**src/rtl/id_ex_operand_stage_pkg.sv**
```systemverilog
// Shared constants, types and helpers for the ID/EX operand stage of the
// 5-stage MIPS core.
package mips_pkg;

  localparam int DATA_W = 32;
  localparam int REG_AW = 5;

  localparam logic [REG_AW-1:0] REG_ZERO = '0;

  // ALU opcodes as produced by the decoder.
  localparam logic [3:0] ALU_AND = 4'b0000;
  localparam logic [3:0] ALU_OR  = 4'b0001;
  localparam logic [3:0] ALU_ADD = 4'b0010;
  localparam logic [3:0] ALU_SUB = 4'b0110;
  localparam logic [3:0] ALU_SLT = 4'b0111;
  localparam logic [3:0] ALU_NOR = 4'b1100;
  localparam logic [3:0] ALU_SLL = 4'b1111;

  // Contents of the ID/EX slot. valid and the four memory/write-back
  // control bits form the "control" part; everything else is data.
  typedef struct packed {
    logic              valid;
    logic              reg_write;
    logic              mem_read;
    logic              mem_write;
    logic              mem_to_reg;
    logic              alu_src;
    logic [3:0]        alu_control;
    logic [4:0]        shamt;
    logic [REG_AW-1:0] rs;
    logic [REG_AW-1:0] rt;
    logic [REG_AW-1:0] write_reg;
    logic [DATA_W-1:0] rs_data;
    logic [DATA_W-1:0] rt_data;
    logic [DATA_W-1:0] imm;
  } id_ex_t;

  // A later stage supplies the value of register idx when it writes that
  // register and the register is not $zero.
  function automatic logic fwd_hit(input logic              we,
                                   input logic [REG_AW-1:0] rd,
                                   input logic [REG_AW-1:0] idx);
    return we && (rd != REG_ZERO) && (rd == idx);
  endfunction

endpackage

```
**src/rtl/id_ex_operand_stage_if.sv**
```systemverilog
// Bundle of decode inputs, forwarding sources and EX-side outputs of the
// ID/EX operand stage. Plain wires, no handshake: the stage advances every
// cycle unless stall is high; flush squashes the slot being loaded.
interface id_ex_operand_stage_if;
  import mips_pkg::*;

  logic              stall;
  logic              flush;
  logic              id_valid;
  logic [DATA_W-1:0] id_rs_data;
  logic [DATA_W-1:0] id_rt_data;
  logic [DATA_W-1:0] id_imm;
  logic [REG_AW-1:0] id_rs;
  logic [REG_AW-1:0] id_rt;
  logic [REG_AW-1:0] id_rd;
  logic [4:0]        id_shamt;
  logic [3:0]        id_alu_control;
  logic              id_alu_src;
  logic              id_reg_dst;
  logic              id_reg_write;
  logic              id_mem_read;
  logic              id_mem_write;
  logic              id_mem_to_reg;
  logic              exmem_reg_write;
  logic [REG_AW-1:0] exmem_rd;
  logic [DATA_W-1:0] exmem_alu_out;
  logic              memwb_reg_write;
  logic [REG_AW-1:0] memwb_rd;
  logic [DATA_W-1:0] memwb_data;
  logic [DATA_W-1:0] ALU_reg_1;
  logic [DATA_W-1:0] ALU_reg_2;
  logic [3:0]        ALU_control;
  logic [4:0]        shamt;
  logic [DATA_W-1:0] ex_store_data;
  logic [REG_AW-1:0] ex_write_reg;
  logic              ex_valid;
  logic              ex_reg_write;
  logic              ex_mem_read;
  logic              ex_mem_write;
  logic              ex_mem_to_reg;
  logic              load_use_stall;

  // Side used by the operand stage itself.
  modport stage (
    input  stall, flush, id_valid, id_rs_data, id_rt_data, id_imm,
           id_rs, id_rt, id_rd, id_shamt, id_alu_control, id_alu_src,
           id_reg_dst, id_reg_write, id_mem_read, id_mem_write, id_mem_to_reg,
           exmem_reg_write, exmem_rd, exmem_alu_out,
           memwb_reg_write, memwb_rd, memwb_data,
    output ALU_reg_1, ALU_reg_2, ALU_control, shamt, ex_store_data,
           ex_write_reg, ex_valid, ex_reg_write, ex_mem_read, ex_mem_write,
           ex_mem_to_reg, load_use_stall
  );

  // Side used by the surrounding pipeline (decode, later stages, hazard unit).
  modport pipe (
    output stall, flush, id_valid, id_rs_data, id_rt_data, id_imm,
           id_rs, id_rt, id_rd, id_shamt, id_alu_control, id_alu_src,
           id_reg_dst, id_reg_write, id_mem_read, id_mem_write, id_mem_to_reg,
           exmem_reg_write, exmem_rd, exmem_alu_out,
           memwb_reg_write, memwb_rd, memwb_data,
    input  ALU_reg_1, ALU_reg_2, ALU_control, shamt, ex_store_data,
           ex_write_reg, ex_valid, ex_reg_write, ex_mem_read, ex_mem_write,
           ex_mem_to_reg, load_use_stall
  );

endinterface

```
**src/rtl/id_ex_operand_stage_fwd_mux.sv**
```systemverilog
// Per-operand forwarding mux: picks the youngest in-flight producer of a
// register (EX/MEM before MEM/WB), otherwise the register-file read value.
module fwd_mux
  import mips_pkg::*;
(
  input  logic [REG_AW-1:0] idx_i,
  input  logic [DATA_W-1:0] rf_data_i,
  input  logic              exmem_we_i,
  input  logic [REG_AW-1:0] exmem_rd_i,
  input  logic [DATA_W-1:0] exmem_data_i,
  input  logic              memwb_we_i,
  input  logic [REG_AW-1:0] memwb_rd_i,
  input  logic [DATA_W-1:0] memwb_data_i,
  output logic [DATA_W-1:0] data_o
);

  // EX/MEM is younger than MEM/WB, so it wins when both write idx.
  always_comb begin
    data_o = rf_data_i;
    if (fwd_hit(exmem_we_i, exmem_rd_i, idx_i)) begin
      data_o = exmem_data_i;
    end else if (fwd_hit(memwb_we_i, memwb_rd_i, idx_i)) begin
      data_o = memwb_data_i;
    end
  end

endmodule

```
**src/rtl/id_ex_operand_stage.sv**
```systemverilog
// ID/EX pipeline register with EX-side operand forwarding and load-use
// hazard detection. Operands reach the ALU one cycle after decode.
module id_ex_operand_stage
  import mips_pkg::*;
(
  input  logic                    clk,
  input  logic                    rst,
  id_ex_operand_stage_if.stage    bus
);

  id_ex_t ex_q;
  id_ex_t ex_d;
  id_ex_t id_load;
  id_ex_t bubble;
  logic   load_use;
  logic [DATA_W-1:0] fwd_rs;
  logic [DATA_W-1:0] fwd_rt;

  // Decode fields as they would be captured; control is qualified by
  // id_valid and the destination register is resolved here once.
  always_comb begin
    id_load             = '0;
    id_load.valid       = bus.id_valid;
    id_load.reg_write   = bus.id_reg_write  & bus.id_valid;
    id_load.mem_read    = bus.id_mem_read   & bus.id_valid;
    id_load.mem_write   = bus.id_mem_write  & bus.id_valid;
    id_load.mem_to_reg  = bus.id_mem_to_reg & bus.id_valid;
    id_load.alu_src     = bus.id_alu_src;
    id_load.alu_control = bus.id_alu_control;
    id_load.shamt       = bus.id_shamt;
    id_load.rs          = bus.id_rs;
    id_load.rt          = bus.id_rt;
    id_load.write_reg   = bus.id_reg_dst ? bus.id_rd : bus.id_rt;
    id_load.rs_data     = bus.id_rs_data;
    id_load.rt_data     = bus.id_rt_data;
    id_load.imm         = bus.id_imm;
  end

  // A bubble kills the control part and leaves data fields as they were.
  always_comb begin
    bubble            = ex_q;
    bubble.valid      = 1'b0;
    bubble.reg_write  = 1'b0;
    bubble.mem_read   = 1'b0;
    bubble.mem_write  = 1'b0;
    bubble.mem_to_reg = 1'b0;
  end

  // Load in EX whose target is read by the instruction in ID; a flush
  // removes the consumer anyway, so no hold is requested then.
  always_comb begin
    load_use = ex_q.valid & ex_q.mem_read & (ex_q.write_reg != REG_ZERO)
             & bus.id_valid
             & ((ex_q.write_reg == bus.id_rs) | (ex_q.write_reg == bus.id_rt))
             & ~bus.flush;
  end

  // Update priority: flush > stall > load-use bubble > normal load.
  always_comb begin
    ex_d = id_load;
    if (bus.flush) begin
      ex_d = bubble;
    end else if (bus.stall) begin
      ex_d = ex_q;
    end else if (load_use) begin
      ex_d = bubble;
    end
  end

  // ID/EX slot register, cleared asynchronously.
  always_ff @(posedge clk or posedge rst) begin
    if (rst) begin
      ex_q <= '0;
    end else begin
      ex_q <= ex_d;
    end
  end

  fwd_mux u_fwd_rs (
    .idx_i        (ex_q.rs),
    .rf_data_i    (ex_q.rs_data),
    .exmem_we_i   (bus.exmem_reg_write),
    .exmem_rd_i   (bus.exmem_rd),
    .exmem_data_i (bus.exmem_alu_out),
    .memwb_we_i   (bus.memwb_reg_write),
    .memwb_rd_i   (bus.memwb_rd),
    .memwb_data_i (bus.memwb_data),
    .data_o       (fwd_rs)
  );

  fwd_mux u_fwd_rt (
    .idx_i        (ex_q.rt),
    .rf_data_i    (ex_q.rt_data),
    .exmem_we_i   (bus.exmem_reg_write),
    .exmem_rd_i   (bus.exmem_rd),
    .exmem_data_i (bus.exmem_alu_out),
    .memwb_we_i   (bus.memwb_reg_write),
    .memwb_rd_i   (bus.memwb_rd),
    .memwb_data_i (bus.memwb_data),
    .data_o       (fwd_rt)
  );

  assign bus.ALU_reg_1      = fwd_rs;
  assign bus.ALU_reg_2      = ex_q.alu_src ? ex_q.imm : fwd_rt;
  assign bus.ex_store_data  = fwd_rt;
  assign bus.ALU_control    = ex_q.alu_control;
  assign bus.shamt          = ex_q.shamt;
  assign bus.ex_write_reg   = ex_q.write_reg;
  assign bus.ex_valid       = ex_q.valid;
  assign bus.ex_reg_write   = ex_q.reg_write;
  assign bus.ex_mem_read    = ex_q.mem_read;
  assign bus.ex_mem_write   = ex_q.mem_write;
  assign bus.ex_mem_to_reg  = ex_q.mem_to_reg;
  assign bus.load_use_stall = load_use;

endmodule

```
**src/flat_wrapper.sv**
```systemverilog
// flat-port wrapper written by rule: the top's interface ports become plain ports
module id_ex_operand_stage_flat import mips_pkg::*;
  (clk, rst, bus_stall, bus_flush, bus_id_valid, bus_id_rs_data, bus_id_rt_data, bus_id_imm, bus_id_rs, bus_id_rt, bus_id_rd, bus_id_shamt, bus_id_alu_control, bus_id_alu_src, bus_id_reg_dst, bus_id_reg_write, bus_id_mem_read, bus_id_mem_write, bus_id_mem_to_reg, bus_exmem_reg_write, bus_exmem_rd, bus_exmem_alu_out, bus_memwb_reg_write, bus_memwb_rd, bus_memwb_data, bus_ALU_reg_1, bus_ALU_reg_2, bus_ALU_control, bus_shamt, bus_ex_store_data, bus_ex_write_reg, bus_ex_valid, bus_ex_reg_write, bus_ex_mem_read, bus_ex_mem_write, bus_ex_mem_to_reg, bus_load_use_stall);
  id_ex_operand_stage_if bus_i ();
  input  logic clk;
  input  logic rst;
  input wire logic [$bits(bus_i.stall)-1:0] bus_stall;
  input wire logic [$bits(bus_i.flush)-1:0] bus_flush;
  input wire logic [$bits(bus_i.id_valid)-1:0] bus_id_valid;
  input wire logic [$bits(bus_i.id_rs_data)-1:0] bus_id_rs_data;
  input wire logic [$bits(bus_i.id_rt_data)-1:0] bus_id_rt_data;
  input wire logic [$bits(bus_i.id_imm)-1:0] bus_id_imm;
  input wire logic [$bits(bus_i.id_rs)-1:0] bus_id_rs;
  input wire logic [$bits(bus_i.id_rt)-1:0] bus_id_rt;
  input wire logic [$bits(bus_i.id_rd)-1:0] bus_id_rd;
  input wire logic [$bits(bus_i.id_shamt)-1:0] bus_id_shamt;
  input wire logic [$bits(bus_i.id_alu_control)-1:0] bus_id_alu_control;
  input wire logic [$bits(bus_i.id_alu_src)-1:0] bus_id_alu_src;
  input wire logic [$bits(bus_i.id_reg_dst)-1:0] bus_id_reg_dst;
  input wire logic [$bits(bus_i.id_reg_write)-1:0] bus_id_reg_write;
  input wire logic [$bits(bus_i.id_mem_read)-1:0] bus_id_mem_read;
  input wire logic [$bits(bus_i.id_mem_write)-1:0] bus_id_mem_write;
  input wire logic [$bits(bus_i.id_mem_to_reg)-1:0] bus_id_mem_to_reg;
  input wire logic [$bits(bus_i.exmem_reg_write)-1:0] bus_exmem_reg_write;
  input wire logic [$bits(bus_i.exmem_rd)-1:0] bus_exmem_rd;
  input wire logic [$bits(bus_i.exmem_alu_out)-1:0] bus_exmem_alu_out;
  input wire logic [$bits(bus_i.memwb_reg_write)-1:0] bus_memwb_reg_write;
  input wire logic [$bits(bus_i.memwb_rd)-1:0] bus_memwb_rd;
  input wire logic [$bits(bus_i.memwb_data)-1:0] bus_memwb_data;
  output wire logic [$bits(bus_i.ALU_reg_1)-1:0] bus_ALU_reg_1;
  output wire logic [$bits(bus_i.ALU_reg_2)-1:0] bus_ALU_reg_2;
  output wire logic [$bits(bus_i.ALU_control)-1:0] bus_ALU_control;
  output wire logic [$bits(bus_i.shamt)-1:0] bus_shamt;
  output wire logic [$bits(bus_i.ex_store_data)-1:0] bus_ex_store_data;
  output wire logic [$bits(bus_i.ex_write_reg)-1:0] bus_ex_write_reg;
  output wire logic [$bits(bus_i.ex_valid)-1:0] bus_ex_valid;
  output wire logic [$bits(bus_i.ex_reg_write)-1:0] bus_ex_reg_write;
  output wire logic [$bits(bus_i.ex_mem_read)-1:0] bus_ex_mem_read;
  output wire logic [$bits(bus_i.ex_mem_write)-1:0] bus_ex_mem_write;
  output wire logic [$bits(bus_i.ex_mem_to_reg)-1:0] bus_ex_mem_to_reg;
  output wire logic [$bits(bus_i.load_use_stall)-1:0] bus_load_use_stall;
  assign bus_i.stall = bus_stall;
  assign bus_i.flush = bus_flush;
  assign bus_i.id_valid = bus_id_valid;
  assign bus_i.id_rs_data = bus_id_rs_data;
  assign bus_i.id_rt_data = bus_id_rt_data;
  assign bus_i.id_imm = bus_id_imm;
  assign bus_i.id_rs = bus_id_rs;
  assign bus_i.id_rt = bus_id_rt;
  assign bus_i.id_rd = bus_id_rd;
  assign bus_i.id_shamt = bus_id_shamt;
  assign bus_i.id_alu_control = bus_id_alu_control;
  assign bus_i.id_alu_src = bus_id_alu_src;
  assign bus_i.id_reg_dst = bus_id_reg_dst;
  assign bus_i.id_reg_write = bus_id_reg_write;
  assign bus_i.id_mem_read = bus_id_mem_read;
  assign bus_i.id_mem_write = bus_id_mem_write;
  assign bus_i.id_mem_to_reg = bus_id_mem_to_reg;
  assign bus_i.exmem_reg_write = bus_exmem_reg_write;
  assign bus_i.exmem_rd = bus_exmem_rd;
  assign bus_i.exmem_alu_out = bus_exmem_alu_out;
  assign bus_i.memwb_reg_write = bus_memwb_reg_write;
  assign bus_i.memwb_rd = bus_memwb_rd;
  assign bus_i.memwb_data = bus_memwb_data;
  assign bus_ALU_reg_1 = bus_i.ALU_reg_1;
  assign bus_ALU_reg_2 = bus_i.ALU_reg_2;
  assign bus_ALU_control = bus_i.ALU_control;
  assign bus_shamt = bus_i.shamt;
  assign bus_ex_store_data = bus_i.ex_store_data;
  assign bus_ex_write_reg = bus_i.ex_write_reg;
  assign bus_ex_valid = bus_i.ex_valid;
  assign bus_ex_reg_write = bus_i.ex_reg_write;
  assign bus_ex_mem_read = bus_i.ex_mem_read;
  assign bus_ex_mem_write = bus_i.ex_mem_write;
  assign bus_ex_mem_to_reg = bus_i.ex_mem_to_reg;
  assign bus_load_use_stall = bus_i.load_use_stall;
  id_ex_operand_stage u_core (.clk(clk), .rst(rst), .bus(bus_i));
endmodule
```
**config.mk**
```make
export PLATFORM = sky130hd
export DESIGN_NAME = id_ex_operand_stage_flat
export DESIGN_NICKNAME = d
export VERILOG_FILES = /design/src/rtl/id_ex_operand_stage_pkg.sv /design/src/rtl/id_ex_operand_stage_if.sv /design/src/rtl/id_ex_operand_stage_fwd_mux.sv /design/src/rtl/id_ex_operand_stage.sv /design/src/flat_wrapper.sv
export SDC_FILE = /design/constraint.sdc
export NUM_CORES = 1
export LEC_CHECK = 0
export BUFFER_PORTS_ARGS = -buffer_cell sky130_fd_sc_hd__buf_2
export CORE_MARGIN = 10
export CORE_UTILIZATION = 43
export DETAILED_ROUTE_END_ITERATION = 12
export PLACE_DENSITY = 0.82
export SYNTH_ARGS = -nofsm -noshare
export SYNTH_HDL_FRONTEND = slang
export SYNTH_SLANG_ARGS = --single-unit
export TNS_END_PERCENT = 5
```
**constraint.sdc**
```tcl
create_clock -name clk -period 4.3 [get_ports clk]
set_input_delay 0.645 -clock clk [delete_from_list [all_inputs] [get_ports clk]]
set_output_delay 0.645 -clock clk [all_outputs]
set_load 0.03 [all_outputs]
```
==> impl_metrics.py <==
metrics = {
    "critical_path": {
        "r2r_cells": 6,
        "timing.rr.end": "u_core.bubble[5]",
        "critPathLaunchType": "primary input",
        "reg2reg_from": "u_core.bus.ex_write_reg[4]",
        "cp.required_ns": 3.65,
        "cp-endpoint": "bus_ALU_reg_2[28]",
        "crit_type": "primary input to primary output",
        "r2r_setup_slack_ns": 1.96,
        "critPathLaunch": "bus_memwb_rd[0]",
        "crit_fanout": 31,
        "crit_path_end_kind": "primary output",
        "worstPathArrival_ns": 2.94,
    },
    "grt": {
        "grt_util_met2": 0.347,
        "grt_pass1_vias": 6744,
        "grt_overflow_total": 0,
        "grtUsageTotal": 0.202,
        "grt_busiest_layer": "met2",
        "antenna_found_initial": 2,
        "grt_pass1_wl_um": 35700,
        "grt_use_met1": 0.226,
        "use_met3": 0.0737,
        "grt_start_max_net_pins": 122,
    },
    "sta": {
        "final_max_slew_viol_count": 0,
        "max_slew_margin": 0.397,
        "fin_crit_ns": 3.59,
        "tns_ns": 0,
        "setup_viol": 0,
        "worst_slew_pin_slew_ns": 0.905,
        "hold_violations": 0,
        "max_freq_ghz": 0.279,
        "rsz0062_at_grt": "false",
        "post-route-period-util": 0.834,
        "skew_ns": 0.0103,
    },
    "synth": {
        "ys_seq_area_frac": 0.436,
        "synth_top_family_by_area": "multiplexers",
        "ys_top_cells_by_area": "dfrtp_1, mux2_1, mux2_2",
        "syn-cell-area_sq_mm": 0.00724,
        "synth_top_area_frac": 0.436,
        "ys_seq_elements": 126,
        "muxShareOfSynthArea": 0.287,
        "synth.distinct_cells": 36,
        "synth-simple-area-share": 0.0916,
        "yosys_warnings": 0,
        "synth_compound_area_frac": 0.0864,
        "synth_xor_area_frac": 0.0363,
        "syn_nets": 886,
        "synth_fa_ha_area_frac": 0,
        "syn_avg_cell_area_sq_um": 10.7,
        "yosysTopAreaCell": "dfrtp_1",
        "synth_cells": 679,
    },
    "clock_network": {
        "clock-sinks": 126,
        "cts_resized": 0,
        "root_buffer": "clkbuf_16",
        "htreeDepth": 4,
        "cts_buffer_depth": 2,
        "cts_tree": "built",
        "clk_latency_ns": 0.41,
        "cts_hold_buf": 0,
        "cts_setup_buffers": 0,
        "cts_inserted_buffers": 17,
        "clkTransAtPathRegs_ns": 0.06,
    },
    "floorplan": {
        "die-area_sq_mm": 0.0224,
        "placementRows": 47,
        "dieHeight_um": 150,
        "coreArea_sq_mm": 0.0165,
        "dieWidth_um": 150,
        "start_util": 0.438,
        "ios": 323,
    },
    "cells_and_area": {
        "nets": 1178,
        "mostFrequentLayoutCells": "buf_2, dfrtp_1, mux2_1",
        "largest_register_ffs": 107,
        "drive_gt1_frac": 0.446,
        "layout_commonest_cell": "buf_2",
        "area_delta_synth_final_pct": 31.9,
    },
    "power_and_ir_drop": {
        "powerDensity_mw_per_mm2": 450,
        "p_leak_nw": 4.30,
        "irDropWorstVdd_mv": 0.267,
        "power_mw": 4.30,
    },
    "status": {
        "status": "completed",
    },
    "drt": {
        "drt-total-wl_um": 23600,
        "wire_per_inst_um": 19.6,
        "drc": 0,
        "first_pass_iters": 7,
        "via_count": 6433,
        "vias_per_cell": 5.34,
        "drtIter0Drc": 285,
        "ant_nets": 0,
    },
    "run": {
        "cap_violations": 0,
    },
    "placed_design": {
        "port_buffers": 322,
        "gp_congestion": 0.908,
        "dp_hpwl_um": 17900,
    },
    "worst_hold_path": {
        "min_path_type": "primary input to async pin",
    },
}
area by class of cell:
class	count	area, sq um
multi-input cells	458	3670
inverters	32	123
diodes	1	2.50
repair buffers	336	1740
fillers	1386	6980
flip-flops and latches	126	3150
clock inverters	9	83.8
clock buffers	23	498
well taps	220	275
power by group:
part	internal, mW	switching, mW
combinational	0.518	0.885
sequential	1.36	0.128
clock	0.870	0.537
through the flow:
step                      std cells  hold WS (ns)   util  setup slack, ns  area (sq um)
after floorplan                 679         0.451      -            0.299          7240
after global placement         1172         0.458  0.542            0.752          8960
after detailed placement       1172         0.469  0.542            0.698          8960
after CTS                      1204         0.373  0.577            0.689          9540
after global routing           1205         0.403  0.578            0.439          9550
final                          1205         0.355  0.578            0.712          9550
Yosys cell counts (all sizes together):
cell / number
or2: 1
a21oi: 1
o31ai: 2
buf: 38
or3: 30
or4: 1
o21ai: 68
nor2b: 2
xor2: 3
nand2: 40
o211ai: 1
nor2: 8
nand4: 3
clkbuf: 25
o22ai: 1
nand3b: 6
nand3: 4
nor3: 32
mux2: 156
a211oi: 4
a211o: 1
o21a: 2
dfrtp: 126
and2: 1
mux2i: 32
inv: 32
nand2b: 1
a31oi: 30
xnor2: 27
nor4: 1
cells by family (layout without fill, tap and decap cells):
logic type                count (synthesis)  in the layout
muxes                                   188            188
and+or+nand+nor                         130            130
DFF                                     126            126
AOI/OAI and AO/OA                       110            110
buffers and inverters                    95            400
xor gates and xnor gates                 30             30
other                                     0              1
metal layers:
layer,share of wire,vias up
met3,0.094,36
met4,0.019,2
met1,0.38,3116
li1,-,2986
met5,0.00030,-
met2,0.50,293
worst min path at each step:
stage / startpoint / endpoint / slack, ns / cells after the start
2_1_floorplan: u_core.bubble[32] / u_core.bubble[32] / 0.45 / 1
3_3_place_gp: u_core.bus.ex_reg_write / u_core.bus.ex_reg_write / 0.46 / 2
3_5_place_dp: u_core.bubble[34] / u_core.bubble[34] / 0.47 / 1
4_1_cts: rst / u_core.bus.shamt[2] / 0.37 / 2
5_1_grt: rst / u_core.bubble[67] / 0.40 / 2
6_report: rst / u_core.bus.shamt[2] / 0.36 / 2
worst max-delay path, stage by stage:
cell and delay [ns]:
buf_2 0.13, nor3_1 0.44, a211o_2 0.55, buf_4 0.37, o21ai_0 0.14, a31oi_1 0.28
mux2_2 0.19, buf_2 0.19
Note: power is estimated with default switching activity, not from simulation.
